[src/rtl/sync_bus_tx_pkg.sv]
// -----------------------------------------------------------------------------
// sync_bus_tx_pkg
// Shared definitions for the strobe-qualified bus synchronizer (transmit and
// receive sides): FSM state encoding, default word width / stage count, the
// error-counter ceiling and a counter-width helper.
// -----------------------------------------------------------------------------
package sync_bus_tx_pkg;

    localparam int DEF_WIDTH       = 8;
    localparam int DEF_SYNC_STAGES = 2;

    localparam logic [7:0] ERR_CNT_MAX = 8'hFF;

    typedef enum logic [1:0] {
        ST_IDLE    = 2'd0,
        ST_SETUP   = 2'd1,
        ST_REQ     = 2'd2,
        ST_RELEASE = 2'd3
    } tx_state_e;

    // Bits needed to hold 0..max_val; never less than one bit so a disabled
    // (zero) limit still yields a legal vector.
    function automatic int cnt_width(input int max_val);
        return (max_val <= 1) ? 1 : $clog2(max_val + 1);
    endfunction

endpackage

[src/rtl/sync_bus_tx_sync_ff_chain.sv]
// -----------------------------------------------------------------------------
// sync_ff_chain
// Multi-flop synchronizer for a single asynchronous level. Shared between the
// transmit side (tx_ack) and the receive side (request strobe).
// Ports:
//   clk  in   destination-domain clock
//   rst  in   synchronous reset, active-high; all stages load RST_VAL
//   d    in   asynchronous input level
//   q    out  synchronized level, STAGES clk edges after d settles
// -----------------------------------------------------------------------------
module sync_ff_chain #(
    parameter int   STAGES  = 2,
    parameter logic RST_VAL = 1'b0
) (
    input  logic clk,
    input  logic rst,
    input  logic d,
    output logic q
);

    logic [STAGES-1:0] ff_q;
    logic [STAGES-1:0] ff_d;

    always_comb begin
        ff_d = {ff_q[STAGES-2:0], d};
    end

    // NOTE: sequential state uses non-blocking assignments so every stage
    // samples the value its neighbour held before this edge.
    always_ff @(posedge clk) begin
        if (rst) begin
            ff_q <= {STAGES{RST_VAL}};
        end else begin
            ff_q <= ff_d;
        end
    end

    assign q = ff_q[STAGES-1];

endmodule

[src/rtl/sync_bus_tx.sv]
// -----------------------------------------------------------------------------
// sync_bus_tx
// Source-side launcher of the strobe-qualified bus synchronizer. Captures a
// word, holds it on tx_data, raises tx_req after HOLD_CYCLES of setup, then
// runs a 4-phase req/ack handshake with the destination domain. Each of the
// REQ and RELEASE phases is guarded by an optional timeout.
// Ports:
//   clk       in   source-domain clock
//   rst       in   synchronous reset, active-high
//   in_valid  in   word offered
//   in_data   in   word to send
//   in_ready  out  high only in IDLE; accept = in_valid & in_ready at clk edge
//   tx_data   out  launch data, changes only on accept
//   tx_req    out  registered request/strobe
//   tx_ack    in   asynchronous acknowledge (synchronized internally)
//   done      out  1-cycle pulse on a clean handshake completion
//   err       out  1-cycle pulse on a timeout abort
//   err_cnt   out  saturating count of timeout aborts
// -----------------------------------------------------------------------------
module sync_bus_tx
    import sync_bus_tx_pkg::*;
#(
    parameter int WIDTH       = DEF_WIDTH,
    parameter int SYNC_STAGES = DEF_SYNC_STAGES,
    parameter int HOLD_CYCLES = 2,
    parameter int TIMEOUT     = 255
) (
    input  logic             clk,
    input  logic             rst,
    input  logic             in_valid,
    input  logic [WIDTH-1:0] in_data,
    output logic             in_ready,
    output logic [WIDTH-1:0] tx_data,
    output logic             tx_req,
    input  logic             tx_ack,
    output logic             done,
    output logic             err,
    output logic [7:0]       err_cnt
);

    localparam int HOLD_W = cnt_width(HOLD_CYCLES);
    localparam int TO_W   = cnt_width(TIMEOUT);

    localparam logic [HOLD_W-1:0] HOLD_LAST = HOLD_W'(HOLD_CYCLES - 1);
    localparam logic [TO_W-1:0]   TO_LAST   = TO_W'((TIMEOUT == 0) ? 0 : TIMEOUT - 1);

    tx_state_e         state_q,     state_d;
    logic [WIDTH-1:0]  tx_data_q,   tx_data_d;
    logic              tx_req_q,    tx_req_d;
    logic [HOLD_W-1:0] hold_cnt_q,  hold_cnt_d;
    logic [TO_W-1:0]   to_cnt_q,    to_cnt_d;
    logic              done_q,      done_d;
    logic              err_q,       err_d;
    logic [7:0]        err_cnt_q,   err_cnt_d;
    // Remembers a REQ-phase timeout so the following RELEASE exit is not
    // reported as a clean completion.
    logic              timed_out_q, timed_out_d;

    logic ack_s;
    logic to_expired;

    sync_ff_chain #(
        .STAGES  (SYNC_STAGES),
        .RST_VAL (1'b0)
    ) u_ack_sync (
        .clk (clk),
        .rst (rst),
        .d   (tx_ack),
        .q   (ack_s)
    );

    assign to_expired = (TIMEOUT != 0) && (to_cnt_q == TO_LAST);

    // NOTE: every signal written here gets a default first, so no path
    // through the case statement can leave one unassigned and infer a latch.
    always_comb begin
        state_d     = state_q;
        tx_data_d   = tx_data_q;
        tx_req_d    = tx_req_q;
        hold_cnt_d  = hold_cnt_q;
        to_cnt_d    = to_cnt_q;
        done_d      = 1'b0;
        err_d       = 1'b0;
        err_cnt_d   = err_cnt_q;
        timed_out_d = timed_out_q;

        unique case (state_q)
            ST_IDLE: begin
                tx_req_d = 1'b0;
                if (in_valid) begin
                    tx_data_d   = in_data;
                    hold_cnt_d  = '0;
                    timed_out_d = 1'b0;
                    state_d     = ST_SETUP;
                end
            end

            ST_SETUP: begin
                if (hold_cnt_q == HOLD_LAST) begin
                    tx_req_d = 1'b1;
                    to_cnt_d = '0;
                    state_d  = ST_REQ;
                end else begin
                    hold_cnt_d = hold_cnt_q + 1'b1;
                end
            end

            ST_REQ: begin
                // ack wins over a simultaneous expiry.
                if (ack_s) begin
                    tx_req_d = 1'b0;
                    to_cnt_d = '0;
                    state_d  = ST_RELEASE;
                end else if (to_expired) begin
                    tx_req_d    = 1'b0;
                    to_cnt_d    = '0;
                    err_d       = 1'b1;
                    timed_out_d = 1'b1;
                    if (err_cnt_q != ERR_CNT_MAX) err_cnt_d = err_cnt_q + 1'b1;
                    state_d     = ST_RELEASE;
                end else begin
                    to_cnt_d = to_cnt_q + 1'b1;
                end
            end

            ST_RELEASE: begin
                // Waiting for ack_s low here is what keeps a stale ack from
                // satisfying the next request.
                if (!ack_s) begin
                    done_d  = !timed_out_q;
                    state_d = ST_IDLE;
                end else if (to_expired) begin
                    err_d   = 1'b1;
                    if (err_cnt_q != ERR_CNT_MAX) err_cnt_d = err_cnt_q + 1'b1;
                    state_d = ST_IDLE;
                end else begin
                    to_cnt_d = to_cnt_q + 1'b1;
                end
            end

            default: state_d = ST_IDLE;
        endcase
    end

    always_ff @(posedge clk) begin
        if (rst) begin
            state_q     <= ST_IDLE;
            tx_data_q   <= '0;
            tx_req_q    <= 1'b0;
            hold_cnt_q  <= '0;
            to_cnt_q    <= '0;
            done_q      <= 1'b0;
            err_q       <= 1'b0;
            err_cnt_q   <= '0;
            timed_out_q <= 1'b0;
        end else begin
            state_q     <= state_d;
            tx_data_q   <= tx_data_d;
            tx_req_q    <= tx_req_d;
            hold_cnt_q  <= hold_cnt_d;
            to_cnt_q    <= to_cnt_d;
            done_q      <= done_d;
            err_q       <= err_d;
            err_cnt_q   <= err_cnt_d;
            timed_out_q <= timed_out_d;
        end
    end

    assign in_ready = (state_q == ST_IDLE);
    assign tx_data  = tx_data_q;
    assign tx_req   = tx_req_q;
    assign done     = done_q;
    assign err      = err_q;
    assign err_cnt  = err_cnt_q;

endmodule

[config.mk]
export PLATFORM = sky130hd
export DESIGN_NAME = sync_bus_tx
export DESIGN_NICKNAME = d
export VERILOG_FILES = /design/src/rtl/sync_bus_tx_pkg.sv /design/src/rtl/sync_bus_tx_sync_ff_chain.sv /design/src/rtl/sync_bus_tx.sv
export SDC_FILE = /design/constraint.sdc
export NUM_CORES = 1
export LEC_CHECK = 0
export CORE_UTILIZATION = 30
export CTS_CLUSTER_DIAMETER = 200
export CTS_CLUSTER_SIZE = 10
export DETAILED_ROUTE_END_ITERATION = 7
export PLACE_DENSITY = 0.54
export REMOVE_ABC_BUFFERS = 1
export SLEW_MARGIN = 40
export SYNTH_ARGS = -nofsm -noshare
export SYNTH_HDL_FRONTEND = slang
export SYNTH_SLANG_ARGS = --single-unit
[constraint.sdc]
create_clock -name clk -period 2.03 [get_ports clk]
set_input_delay 0.609 -clock clk [delete_from_list [all_inputs] [get_ports clk]]
set_output_delay 0.609 -clock clk [all_outputs]
set_load 0.02 [all_outputs]
==> qor.csv <==
stage,metric,value,unit
die,io_pins,32,
worst_setup_path,worstPathRequired,1420,ps
worst_setup_path,crit_family,buffers and inverters,
global_routing,first_global_vias,1500,
power_and_ir_drop,internal-power,1.386,mW
yosys,synth_top_flop_cell,dfxtp_1,
worst_setup_path,critical_path.cell_chain,clkdlybuf4s50_1,
timing,worst_pin_slew,363.8,ps
power_and_ir_drop,total_power,2.193,mW
power_and_ir_drop,ir_worst_vdd,505.4,uV
worst_setup_path,cp_max_fo,6,
clock_tree,cts_tree,yes,
worst_setup_path,r2r-start,to_cnt_q[0]$_SDFFE_PP0P_,
clock_tree,path_clk_slew,70,ps
hold_path,min_from,timed_out_q$_SDFFE_PP0P_,
worst_setup_path,crit_buf_inv,1,
power_and_ir_drop,power.share.clock,0.242,
final_layout,syn_to_final_growth,31.20,%
die,die_x,78.25,um
timing,setup_violations,0,
power_and_ir_drop,p_comb_frac,0.396,
yosys,synth_cells,204,
final_layout,fin_util,0.4131,
route,route.detailed.drc,0,
die,die_area,6123,um2
final_layout,postLayoutCellArea,2288,um2
global_routing,grt_pass1_wl,7196,um
route,drtPass1Iterations,4,
route,initialDrtViolationCount,76,
worst_setup_path,critPathLaunch,err_cnt[0]$_SDFFE_PP0P_,
yosys,synth_seq_cells,34,
clock_tree,htreeDepth,2,
clock_tree,clock_latency,290,ps
place,dp_hpwl,3097,um
global_routing,grt.total_usage,0.1489,
timing,hold_viol_final,0,
yosys,yosysTopAreaCellShare,0.3902,
place,gp_congestion,0.7855,
yosys,synthArstFlopShare,0,
final_layout,drive_gt1_frac,0.1179,
final_layout,antennaDiodeCount,0,
yosys,yosysTopAreaCell,dfxtp_1,
die,die_h,78.25,um
power_and_ir_drop,seq_power_share,0.363,
yosys,avgSynthCellArea,8.550,um2
place,dp_cells,310,
place,port_buffers,31,
global_routing,grt-ovfl-total,0,
timing,slew_headroom,0.7572,
route,viasPerCell,5.217,
route,routed_wl,4179,um
clock_tree,cts-root-buf,clkbuf_8,
worst_setup_path,slowest_delay,640,ps
power_and_ir_drop,power_density,958.5,nW/um2
yosys,synthTopCellsByArea,"dfxtp_1 39%, a21oi_1 7.7%, ha_1 7.2%, nand3_1 4.3%, nand2_1 3.7%",
timing,final.min_clock_period,1959,ps
yosys,synthTopCellsByCount,"34 x dfxtp_1, 27 x a21oi_1, 17 x nand2_1",
yosys,ys_types,47,
hold_path,hold_class,register to register,
clock_tree,cts_made_buffers,5,
die,start_util,0.3148,
timing,clock.fmax,0.5103,GHz
yosys,ys_warn_count,0,
global_routing,grt_max_degree,18,
worst_setup_path,slowest_stage,clkdlybuf4s50_1,
power_and_ir_drop,power_switching,0.8070,mW
flow_run,drv_cap,0,
worst_setup_path,startpoint_type,register,
worst_setup_path,end_kind,output pin,
place,placed_cell_area,2178,um2
yosys,syn-cell-area,1744,um2
power_and_ir_drop,switching_share,0.3679,
timing,finalMaxSlewViolations,0,
route,num_vias,1659,
die,core,5540,um2
timing,clock_skew,7.968,ps
final_layout,nNetsFinal,267,
clock_tree,clockBufferDepth,2,
die,row_count,27,
power_and_ir_drop,p_leak,0.8422,nW
worst_setup_path,crit_type,register to output pin,
yosys,yosysSeqAreaShare,0.3902,
final_layout,final_cells,318,
timing,holdWs,428.2,ps
yosys,yosysMostFrequentCell,dfxtp_1,
worst_setup_path,critPathArrivalTime,1350,ps
run_status,status,"complete, no violations",
final_layout,final.fill_count,594,
route,wl_per_cell,13.14,um
timing,finalCritPeriodShare,0.9653,
yosys,synth-edff-count,0,
global_routing,grt_antenna_before_repair,0,
clock_tree,cts_sinks,34,
route,antenna_left,0,
worst paths after layout:
path                                                  to  slack, ps  cells past startpoint
worst min-delay path                     done$_SDFF_PP0_        430                      1
worst min register to register           done$_SDFF_PP0_        430                      1
worst max-delay path                          err_cnt[0]         70                      1
worst max register to register  to_cnt_q[6]$_SDFFE_PP0P_        170                      6
power groups by stage:
stage / combinational [mW] / sequential [mW] / clock, mW
after floorplan: 0.481 / 0.838 / 0
after global placement: 0.873 / 0.808 / 0
after detailed placement: 0.867 / 0.810 / 0
after CTS: 0.864 / 0.794 / 0.539
after global routing: 0.978 / 0.808 / 0.581
final: 0.868 / 0.796 / 0.530
metal layers:
metal  global-route usage  vias to the layer above  wire length, um  part of all wire
li1                     -                      848                -                 -
met1               0.1849                      771             1966              0.47
met2               0.2395                       36             1977              0.47
met3              0.04767                        4              202             0.048
met4              0.05556                        0               34            0.0081
met5                    0                        -                0                 0
repair_timing:
action / 4_1_cts / 5_1_grt
buffers inserted: 0 / 0
resized for setup: 1 / 6
endpoints found under the setup margin: 1 / 8
hold buffers: 0 / 0
endpoints found under the hold margin: 0 / 0
area by class of cell:
type                    count  area (um2)  share of cell area
multi-input cells         153       997.2              0.4358
flip-flops and latches     34       681.9              0.2980
repair buffers             42       394.1              0.1722
well taps                  72       90.09             0.03937
clock buffers               7       86.33             0.03773
inverters                   9       33.78             0.01476
clock inverters             1       5.005            0.002187
layout by cell type, fill, tap and decap left out, drive strengths merged, types with 6 or more instances in the layout:
cell,Yosys,layout
dfxtp,34,34
clkdlybuf4s50,0,29
a21oi,27,27
nand2,17,17
nand3,15,15
buf,4,11
ha,10,10
inv,9,9
nor2,8,8
o21ai,7,7
or4,7,7
clkbuf,4,7
o31ai,6,6
state kept, by name, indices dropped and copies added (netlist names), 2 cells and up:
| register | count |
|---|---|
| state_q | 2 |
| u_ack_sync.ff_q | 2 |
| hold_cnt_q | 2 |
| err_cnt | 8 |
| to_cnt_q | 8 |
| tx_data | 8 |
per-stage QoR:
stage | TNS (ps) | worst slack (ps)
final | 0 | 70.53
after CTS | 0 | 21.60
after global routing | -3.121 | -3.121
after global placement | 0 | 129.0
after detailed placement | 0 | 88.65
after floorplan | 0 | 186.9
cell families after synthesis:
| family | share of synthesized area |
|---|---|
| AND/OR/NAND/NOR | 0.2704 |
| AO/OA/AOI/OAI | 0.2080 |
| flip-flops | 0.3902 |
| buffers and inverters | 0.04735 |
| adder cells (fa/ha/maj) | 0.07174 |
| multiplexers | 0.01219 |
Power figures use the tool's default switching activity.
